<file path="src/rtl/legv8_instr_encoder.sv">
// -----------------------------------------------------------------------------
// legv8_instr_encoder
//
// Streaming LEGv8 instruction encoder and program loader. Symbolic instructions
// (operation select plus register/immediate fields) are accepted over a
// valid/ready handshake, packed into 32-bit machine words and written to
// consecutive word addresses of instruction memory through a one-entry
// registered output stage that honours memory backpressure.
//
// Parameters
//   ADDR_WIDTH : byte-address width of the memory write port
//   DEPTH      : number of words written before Full is raised
//
// Ports
//   CLK      in   clock, rising edge
//   Reset    in   asynchronous active-high reset
//   Clear    in   synchronous restart (drops pending word, address/count to 0)
//   InValid  in   instruction fields valid
//   InReady  out  encoder can accept this cycle
//   Op       in   0=LDUR 1=STUR 2=ADD 3=SUB 4=AND 5=ORR 6=CBZ 7=B
//   Rd       in   Rd (R-format) or Rt (D/CB)
//   Rn       in   Rn (R/D)
//   Rm       in   Rm (R-format)
//   Imm      in   signed immediate (DT / COND_BR / BR address)
//   WrValid  out  pending word present on WrData/WrAddr
//   WrReady  in   memory accepts the pending word
//   WrAddr   out  byte address of the pending word
//   WrData   out  encoded instruction word
//   Full     out  DEPTH words have been written
//   Err      out  one-cycle pulse for a dropped out-of-range immediate
//
// Optional feature: define ENC_RANGE_CHECK_EN to reject D/CB immediates that
// do not fit their field (instruction is consumed but no word is produced and
// Err pulses). Without it immediates are truncated and Err is held at 0.
// -----------------------------------------------------------------------------
module legv8_instr_encoder #(
    parameter int ADDR_WIDTH = 16,
    parameter int DEPTH      = 1024
) (
    input  logic                  CLK,
    input  logic                  Reset,
    input  logic                  Clear,
    input  logic                  InValid,
    output logic                  InReady,
    input  logic [2:0]            Op,
    input  logic [4:0]            Rd,
    input  logic [4:0]            Rn,
    input  logic [4:0]            Rm,
    input  logic [25:0]           Imm,
    output logic                  WrValid,
    input  logic                  WrReady,
    output logic [ADDR_WIDTH-1:0] WrAddr,
    output logic [31:0]           WrData,
    output logic                  Full,
    output logic                  Err
);

    localparam int CNT_W = $clog2(DEPTH + 1);

    localparam logic [1:0] ST_IDLE = 2'd0;
    localparam logic [1:0] ST_PEND = 2'd1;
    localparam logic [1:0] ST_FULL = 2'd2;

    logic [1:0]            state_q, state_d;
    logic [CNT_W-1:0]      count_q, count_d;
    logic [ADDR_WIDTH-1:0] addr_q,  addr_d;
    logic [31:0]           data_q,  data_d;

    logic [31:0] enc_word;
    logic        range_ok;
    logic        accept;
    logic        wr_hs;
    logic        keep;

    // Instruction packing for the four LEGv8 formats.
    always_comb begin
        enc_word = 32'd0;
        case (Op)
            3'd0:    enc_word = {11'b11111000010, Imm[8:0], 2'b00, Rn, Rd};
            3'd1:    enc_word = {11'b11111000000, Imm[8:0], 2'b00, Rn, Rd};
            3'd2:    enc_word = {11'b10001011000, Rm, 6'b000000, Rn, Rd};
            3'd3:    enc_word = {11'b11001011000, Rm, 6'b000000, Rn, Rd};
            3'd4:    enc_word = {11'b10001010000, Rm, 6'b000000, Rn, Rd};
            3'd5:    enc_word = {11'b10101010000, Rm, 6'b000000, Rn, Rd};
            3'd6:    enc_word = {8'b10110100, Imm[18:0], Rd};
            default: enc_word = {6'b000101, Imm};
        endcase
    end

`ifdef ENC_RANGE_CHECK_EN
    // A value fits a signed N-bit field when every bit above the field's
    // sign bit equals that sign bit.
    always_comb begin
        range_ok = 1'b1;
        if (Op == 3'd0 || Op == 3'd1)
            range_ok = (&Imm[25:8]) | ~(|Imm[25:8]);
        else if (Op == 3'd6)
            range_ok = (&Imm[25:18]) | ~(|Imm[25:18]);
    end
`else
    assign range_ok = 1'b1;
`endif

    assign WrValid = (state_q == ST_PEND);
    assign Full    = (state_q == ST_FULL);
    assign WrAddr  = addr_q;
    assign WrData  = data_q;

    // A new instruction may enter while the slot is empty or is being drained
    // this very cycle, which gives one word per cycle under continuous ready.
    assign InReady = !Full && !Clear && (!WrValid || WrReady);
    assign accept  = InValid && InReady;
    assign wr_hs   = WrValid && WrReady;
    assign keep    = accept && range_ok;

    always_comb begin
        state_d = state_q;
        count_d = count_q;
        addr_d  = addr_q;
        data_d  = data_q;
        if (Clear) begin
            state_d = ST_IDLE;
            count_d = '0;
            addr_d  = '0;
        end else begin
            if (wr_hs) begin
                addr_d  = addr_q + ADDR_WIDTH'(4);
                count_d = count_q + CNT_W'(1);
            end
            // The write that reaches DEPTH dominates; a word accepted on that
            // same edge has no slot left and is not kept.
            if (wr_hs && (count_q == CNT_W'(DEPTH - 1))) begin
                state_d = ST_FULL;
            end else if (keep) begin
                state_d = ST_PEND;
                data_d  = enc_word;
            end else if (wr_hs) begin
                state_d = ST_IDLE;
            end
        end
    end

    always_ff @(posedge CLK or posedge Reset) begin
        if (Reset) begin
            state_q <= ST_IDLE;
            count_q <= '0;
            addr_q  <= '0;
            data_q  <= '0;
        end else begin
            state_q <= state_d;
            count_q <= count_d;
            addr_q  <= addr_d;
            data_q  <= data_d;
        end
    end

`ifdef ENC_RANGE_CHECK_EN
    logic err_q, err_d;

    assign err_d = accept && !range_ok;
    assign Err   = err_q;

    always_ff @(posedge CLK or posedge Reset) begin
        if (Reset) err_q <= 1'b0;
        else       err_q <= err_d;
    end
`else
    assign Err = 1'b0;
`endif

endmodule

</file>
<file path="config.mk">
export PLATFORM = sky130hd
export DESIGN_NAME = legv8_instr_encoder
export DESIGN_NICKNAME = d
export VERILOG_FILES = /design/src/rtl/legv8_instr_encoder.sv
export SDC_FILE = /design/constraint.sdc
export NUM_CORES = 1
export LEC_CHECK = 0
export CORE_MARGIN = 2
export CORE_UTILIZATION = 43
export DETAILED_ROUTE_END_ITERATION = 6
export PLACE_DENSITY = 0.77
export SYNTH_ARGS = -nofsm -noshare
export SYNTH_HDL_FRONTEND = slang
export SYNTH_SLANG_ARGS = --single-unit
export TNS_END_PERCENT = 20
</file>
<file path="constraint.sdc">
create_clock -name CLK -period 1.8 [get_ports CLK]
set_input_delay 0.45 -clock CLK [delete_from_list [all_inputs] [get_ports CLK]]
set_output_delay 0.45 -clock CLK [all_outputs]
set_load 0.005 [all_outputs]
</file>
==> results of run 1 <==
logic make-up (layout without fill, tap and decap cells):
group	after synthesis	after routing
AOI/OAI and AO/OA	43	43
xor gates and xnor gates	14	14
adders and majority gates	2	2
buffers and inverters	25	151
DFF	59	59
muxes	56	56
other	1	3
and+or+nand+nor	103	103
worst paths after layout:
kind,start,to,slack (ps),cells after the start
min,WrData[14]$_DFFE_PP0P_,WrData[14]$_DFFE_PP0P_,510,1
max in group asynchronous,Reset,state_q[1]$_DFFE_PP0P_,980,3
max,state_q[0]$_DFFE_PP0P_,Full,40,3
min in group asynchronous,Reset,WrAddr[11]$_DFFE_PP0P_,560,3
min reg2reg,WrData[14]$_DFFE_PP0P_,WrData[14]$_DFFE_PP0P_,510,1
max reg2reg,state_q[1]$_DFFE_PP0P_,WrData[19]$_DFFE_PP0P_,50,6
timing repair:
action,in CTS,in global routing
cloned,0,2
resized for setup,17,5
endpoints found under the setup margin,6,41
setup buffers,1,3
hold buffers,0,0
pin swaps,1,4
flip-flops by register name (all words and copies together) (netlist names):
name,count
WrAddr,14
WrData,32
count_q,11
state_q,2
stage by stage:
step | utilization | area (um^2) | std cells | worst slack, ps
floorplan | - | 3290 | 305 | 26.9
global placement | 0.617 | 4520 | 509 | -433
detailed placement | 0.617 | 4520 | 509 | -428
CTS | 0.642 | 4710 | 526 | -14.5
global route | 0.652 | 4780 | 530 | -15.1
finish | 0.652 | 4780 | 530 | 39.6
synthesized netlist by cell type, drive strengths merged (5+ instances only):
master / count / area [um^2]
dfrtp: 59 / 1480
mux2: 42 / 582
nand2: 36 / 138
o21ai: 20 / 100
nor2: 18 / 67.6
a21oi: 15 / 75.1
nand3: 15 / 87.6
mux2i: 14 / 140
buf: 13 / 96.3
xor2: 8 / 70.1
clkbuf: 7 / 27.5
xnor2: 6 / 52.6
inv: 5 / 18.8
nand4: 5 / 43.8
nor2b: 5 / 31.3
o31ai: 5 / 37.5
or3: 5 / 31.3
or4: 5 / 37.5
layout by cell type (no fill, tap or decap), types with 4 or more instances in the layout:
master / n
a21oi_1: 15
buf_12: 4
buf_4: 25
clkbuf_1: 4
clkbuf_8: 9
clkdlybuf4s50_1: 92
dfrtp_1: 57
inv_1: 4
mux2_2: 10
mux2_4: 32
mux2i_1: 14
nand2_1: 34
nand3_1: 14
nor2_1: 18
o21ai_0: 20
o31ai_1: 5
or3_1: 5
or4_1: 5
xnor2_1: 6
xor2_1: 8
worst max-delay path: stages, from the launching register on:
cell,delay (ps)
dfrtp_2,430
buf_4,150
nor2b_4,130
dlygate4sd2_1,260
power by group through the flow:
stage	clock, uW	combinational, uW	sequential, uW
after detailed placement	0	897	1580
after global placement	0	880	1580
after CTS	1010	912	1560
after global routing	1090	993	1580
final	1000	924	1560
after floorplan	0	391	1570
metal layers:
metal  up-vias  routed length [um]  track usage
met5         -                   0            0
met4         0                 165       0.0884
met3        14                 322       0.0382
met2        79                4060        0.325
met1      1309                3850        0.272
li1       1308                   -            -
cell type report:
cell class	count	area, um^2	area share
Sequential cell	59	1480	0.309
Inverter	5	22.5	0.00471
Timing Repair Buffer	130	1310	0.273
Clock buffer	13	139	0.0290
Multi-Input combinational cell	221	1700	0.355
Tap cell	99	124	0.0259
Clock inverter	3	15.0	0.00314
==> reports/results.ini, run 1 <==
[critical_path]
worstSetupPathType=reg2out
crit_path_start_kind=flop
arrival_ps=1310
cp_max_fo=3
crit_required_ps=1350
cp-end-kind=primary output

[place]
gp_congestion=0.905
port_buffers=97
hpwl_um=6030

[synth]
yosys_warnings=0
syn_avg_cell_area_um2=10.8
yosysSeqAreaShare=0.450
synth_compound_area_frac=0.0752
synthXorXnorAreaFrac=0.0374
synthSimpleGateAreaFrac=0.165
syn_inst=303
synth_top_family_by_area=multiplexers
ys_types=39
ys.flop_type=dfrtp_1
synthMuxAreaShare=0.220
synth_fa_ha_area_frac=0.00763
yosys_register_bits=59
synthesis.area_um2=3280
synthArstFlopShare=1.00
synth-edff-count=0

[routing]
drtAntennaViolNets=0
wl_per_cell_um=15.8
remaining_drc_errors=0
wirelength_um=8400
dr.pass1.iters=4
first_iter_violations=109
routed_via_density=5.11
vias=2710

[global_routing]
gr-total-overflow=0
grt_pass1_wl_um=13500
grt_pass1_vias=2735
grt_start_max_net_pins=60
antenna_found_initial=0
grt_usage=0.204

[sta]
period_share=0.978
finalHoldViolations=0
clock_skew_ps=10.0
maxSlewViolCount=0
rsz0062_at_grt=true
final.setup.tns_ps=0
fmax_ghz=0.568
setup_viol=0
period_minus_slack_ps=1760
holdWs_ps=513

[clocking]
root_buffer=clkbuf_8
cts_tree=done
cts_buffer_depth=2
path_clk_slew_ps=70
cts_made_buffers=9
cts.sinks=59
clock_latency_ps=330
htree_levels=3

[cells_and_area]
fillers=559
drive_above_1_share=0.234
nNetsFinal=477
insertedDiodeCount=0
syn2layout_area_growth_pct=45.8

[power_and_ir_drop]
p_comb_frac=0.265
swShare=0.258
switchingPower_uw=900
p_clk_frac=0.287
peakVddDrop_mv=0.499
power.share.sequential=0.447
p_int_uw=2580
p_per_area_nw_per_um2=729
p_total_uw=3480
p_leak_uw=0.00218

[floorplan]
initial_core_util=0.447
ios=101
core_um2=7330
rows=31
fp.dieH_um=91.3
die_x_um=91.3
die-area_um2=8340

[run]
drv_cap=0

[outcome]
outcome=finished clean

[worst_hold_path]
hold_path_class=reg2reg

Note: power is estimated with default switching activity, not from simulation.
==> run 2: changes to the inputs <==
CORE_UTILIZATION = 44   (was 43)
CTS_BUF_LIST = sky130_fd_sc_hd__clkbuf_4   (was unset)
PLACE_DENSITY = 0.79   (was 0.77)
==> reports/results.ini, run 2 (same netlist as run 1, synthesis figures left out) <==
[run]
drv_cap=0

[routing]
first_iter_violations=113
wirelength_um=8630
drtAntennaViolNets=0
remaining_drc_errors=0
wl_per_cell_um=16.2
dr.pass1.iters=4
routed_via_density=5.17
vias=2752

[critical_path]
crit_path_start_kind=flop
arrival_ps=2130
crit_required_ps=2080
regToRegEndpoint=WrData[22]$_DFFE_PP0P_
cp_max_fo=9
r2r_slack_ps=-50
cp-end-kind=flop
critical_path.startpoint=state_q[1]$_DFFE_PP0P_
worstSetupPathType=reg2reg
r2r_cells=6
endpoint=WrData[22]$_DFFE_PP0P_
rr_startpoint=state_q[1]$_DFFE_PP0P_

[clocking]
root_buffer=clkbuf_4
cts.sinks=59
clock_latency_ps=390
path_clk_slew_ps=100
htree_levels=3
cts_buffer_depth=2
cts_made_buffers=9
cts_tree=done
cts_hold_buf=0

[floorplan]
initial_core_util=0.452
die-area_um2=8160
ios=101
rows=31
core_um2=7250
fp.dieH_um=90.3
die_x_um=90.3

[cells_and_area]
mostFrequentLayoutCells=76 x clkdlybuf4s50_1, 58 x dfrtp_1, 35 x nand2_1
stdcell_area_um2=4770
nNetsFinal=479
largest_register_ffs=32
final_common_cell=clkdlybuf4s50_1
insertedDiodeCount=0
drive_above_1_share=0.238
syn2layout_area_growth_pct=45.4
fin_cells=532

[global_routing]
gr-total-overflow=0
grt_start_max_net_pins=60
grt_pass1_wl_um=13500
grt_pass1_vias=2749
antenna_found_initial=0
grt_usage=0.206

[place]
port_buffers=97
hpwl_um=6100
placed_area_um2=4530
gp_congestion=0.855
dp_cells=510
place_ws_ps=-446

[sta]
period_share=1.03
final.setup.tns_ps=-542
period_minus_slack_ps=1850
finalHoldViolations=0
rsz0062_at_grt=true
fmax_ghz=0.541
clock_skew_ps=12.6
maxSlewViolCount=0
setup_viol=25
fin_ws_ps=-48.4

[worst_hold_path]
hold_path_class=in2async

[outcome]
outcome=finished, violations left
violations=negative setup slack

[power_and_ir_drop]
p_total_uw=3260
peakVddDrop_mv=0.380
p_per_area_nw_per_um2=684
p_leak_uw=0.00230

run 2: report_power, final:
part	internal, uW	total, uW	switching [uW]
registers	1460	1560	96.0
logic	617	922	304
clock network	285	783	498
run 2: critical path: stages (launching register included):
cell and delay (ps):
dfrtp_1 430, buf_6 130, and4b_1 290, nand4_2 150, nand3_4 220, clkbuf_16 210
mux2_4 300
run 2: through the flow:
step | hold slack, ps | utilization
3_3_place_gp | 491 | 0.624
6_report | 495 | 0.658
5_1_grt | 517 | 0.658
3_5_place_dp | 491 | 0.624
2_1_floorplan | 504 | -
4_1_cts | 475 | 0.642
run 2: final cells by class:
class / instances / area [um^2]
Tap cell: 99 / 124
Multi-Input combinational cell: 221 / 1700
Inverter: 5 / 22.5
Fill cell: 557 / 2480
Clock buffer: 10 / 75.1
Sequential cell: 59 / 1480
Timing Repair Buffer: 132 / 1340
Clock inverter: 6 / 32.5
run 2: how the worst min path moves through the flow:
| stage | from | to | slack, ps |
|---|---|---|---|
| 2_1_floorplan | WrData[19]$_DFFE_PP0P_ | WrData[19]$_DFFE_PP0P_ | 500 |
| 3_3_place_gp | WrData[19]$_DFFE_PP0P_ | WrData[19]$_DFFE_PP0P_ | 490 |
| 3_5_place_dp | WrData[2]$_DFFE_PP0P_ | WrData[2]$_DFFE_PP0P_ | 490 |
| 4_1_cts | Reset | WrAddr[9]$_DFFE_PP0P_ | 470 |
| 5_1_grt | Reset | WrAddr[10]$_DFFE_PP0P_ | 520 |
| 6_report | Reset | WrAddr[10]$_DFFE_PP0P_ | 500 |
run 2: repair_timing:
item | CTS | global route
cloned | 0 | 2
setup buffers | 1 | 3
gates resized for setup | 25 | 15
endpoints found under the setup margin | 13 | 47
pin swaps | 2 | 1
run 2: per-layer routing:
metal	up-vias	GRT usage	routed length, um
li1	1308	-	-
met1	1349	0.263	3680
met2	82	0.350	4420
met3	13	0.0467	395
met4	0	0.0667	131
met5	-	0	0
==> run 3: changes to the inputs <==
clock period = 1.68 ns   (was 1.8 ns; I/O delays follow)
==> reports/results.ini, run 3 (same netlist as run 1, synthesis figures left out) <==
[place]
place_ws_ps=-528
dp_cells=525
gp_congestion=0.858
port_buffers=97
hpwl_um=6480

[routing]
wl_per_cell_um=16.1
drtAntennaViolNets=0
first_iter_violations=109
wirelength_um=8910
dr.pass1.iters=4
remaining_drc_errors=0
vias=2835
routed_via_density=5.14

[critical_path]
critPathSlowestCell=or4_1
cp_max_fo=5
crit_chain=buf_6, buf_6, and3b_2, nand2_2, or4_1, a21oi_2
crit_path_start_kind=flop
critPathMaxStageDelay_ps=520
worstSetupPathType=reg2reg
arrival_ps=2130
crit_required_ps=2020
crit_top_cell=buf_6
cp-end-kind=flop

[floorplan]
die_x_um=90.3
ios=101
core_um2=7250
initial_core_util=0.452
rows=31
die-area_um2=8160
fp.dieH_um=90.3

[clocking]
cts_tree=done
cts.sinks=59
cts_made_buffers=9
cts_buffer_depth=2
root_buffer=clkbuf_4
path_clk_slew_ps=100
clock_latency_ps=400
htree_levels=3

[global_routing]
grt_usage=0.222
gr-total-overflow=0
grt_start_max_net_pins=60
grt_pass1_wl_um=14400
antenna_found_initial=0
grt_pass1_vias=2858

[cells_and_area]
nNetsFinal=500
final_common_cell=dfrtp_1
largest_register_ffs=32
multiInputGateArea_um2=1740
seqCellArea_um2=1480
fin_cells=552
insertedDiodeCount=0
mostFrequentLayoutCells=58 x dfrtp_1, 47 x clkdlybuf4s50_1, 47 x dlygate4sd2_1
drive_above_1_share=0.298
fillers=581
syn2layout_area_growth_pct=49.7

[sta]
rsz0062_at_grt=true
fin_ws_ps=-115
period_minus_slack_ps=1800
setup_viol=42
maxSlewViolCount=0
fmax_ghz=0.557
period_share=1.07
clock_skew_ps=15.7
finalHoldViolations=0
final.setup.tns_ps=-3350

[outcome]
outcome=finished, violations left
violations=negative setup slack

[power_and_ir_drop]
p_total_uw=3550
p_leak_uw=0.00242
p_per_area_nw_per_um2=723
peakVddDrop_mv=0.447

[worst_hold_path]
hold_path_class=in2async

[run]
drv_cap=0

==> run 3: layout make-up <==
type / count / share of cell area
multi-input combinational: 221 / 0.354
sequential: 59 / 0.301
inverter: 5 / 0.00459
timing repair buffer: 153 / 0.288
clock inverter: 5 / 0.0112
clock buffer: 10 / 0.0153
tap: 99 / 0.0252
==> run 3: final timing paths <==
check,startpoint,endpoint,slack (ps),depth (start not counted)
setup / recovery,state_q[1]$_DFFE_PP0P_,WrAddr[13]$_DFFE_PP0P_,-120,6
hold / removal,Reset,WrAddr[12]$_DFFE_PP0P_,440,3
setup reg to reg,state_q[1]$_DFFE_PP0P_,WrAddr[13]$_DFFE_PP0P_,-120,6
hold reg to reg,WrData[31]$_DFFE_PP0P_,WrData[31]$_DFFE_PP0P_,520,1
max in group asynchronous,Reset,state_q[1]$_DFFE_PP0P_,960,3
min in group CLK,WrData[31]$_DFFE_PP0P_,WrData[31]$_DFFE_PP0P_,520,1
==> run 3: metrics by stage <==
stage	instance area [um^2]	hold slack, ps	utilization
final	4910	440	0.677
after global routing	4910	450	0.677
after CTS	4890	444	0.674
after detailed placement	4670	491	0.643
after global placement	4670	489	0.643
after floorplan	3290	504	-
==> run 3: power breakdown <==
part	internal [uW]	leakage (uW)	switching, uW	total (uW)
clock	458	0.0000699	516	973
sequential	1570	0.000765	89.6	1660
combinational	579	0.00158	340	919
total	2600	0.00242	945	3550
==> run 3: worst max-delay path, delay by kind of cell, from the launching register on <==
kind | cells | cell delay [ps]
buf+inv | 2 | 230
simple gates | 3 | 910
compound gates | 1 | 150
flops | 1 | 450
==> run 3: routing by layer <==
layer	part of all wire	track usage	wire [um]	vias up
met2	0.51	0.382	4520	81
met4	0.029	0.103	255	0
li1	-	-	-	1352
met5	0	0	0	-
met3	0.039	0.0367	345	19
met1	0.43	0.275	3790	1383
==> run 3: repair_timing <==
item	4_1_cts	5_1_grt
resized for setup	74	9
cloned	0	0
pin swaps	12	4
hold buffers	0	0
buffers inserted	12	0
setup endpoints to repair	87	51
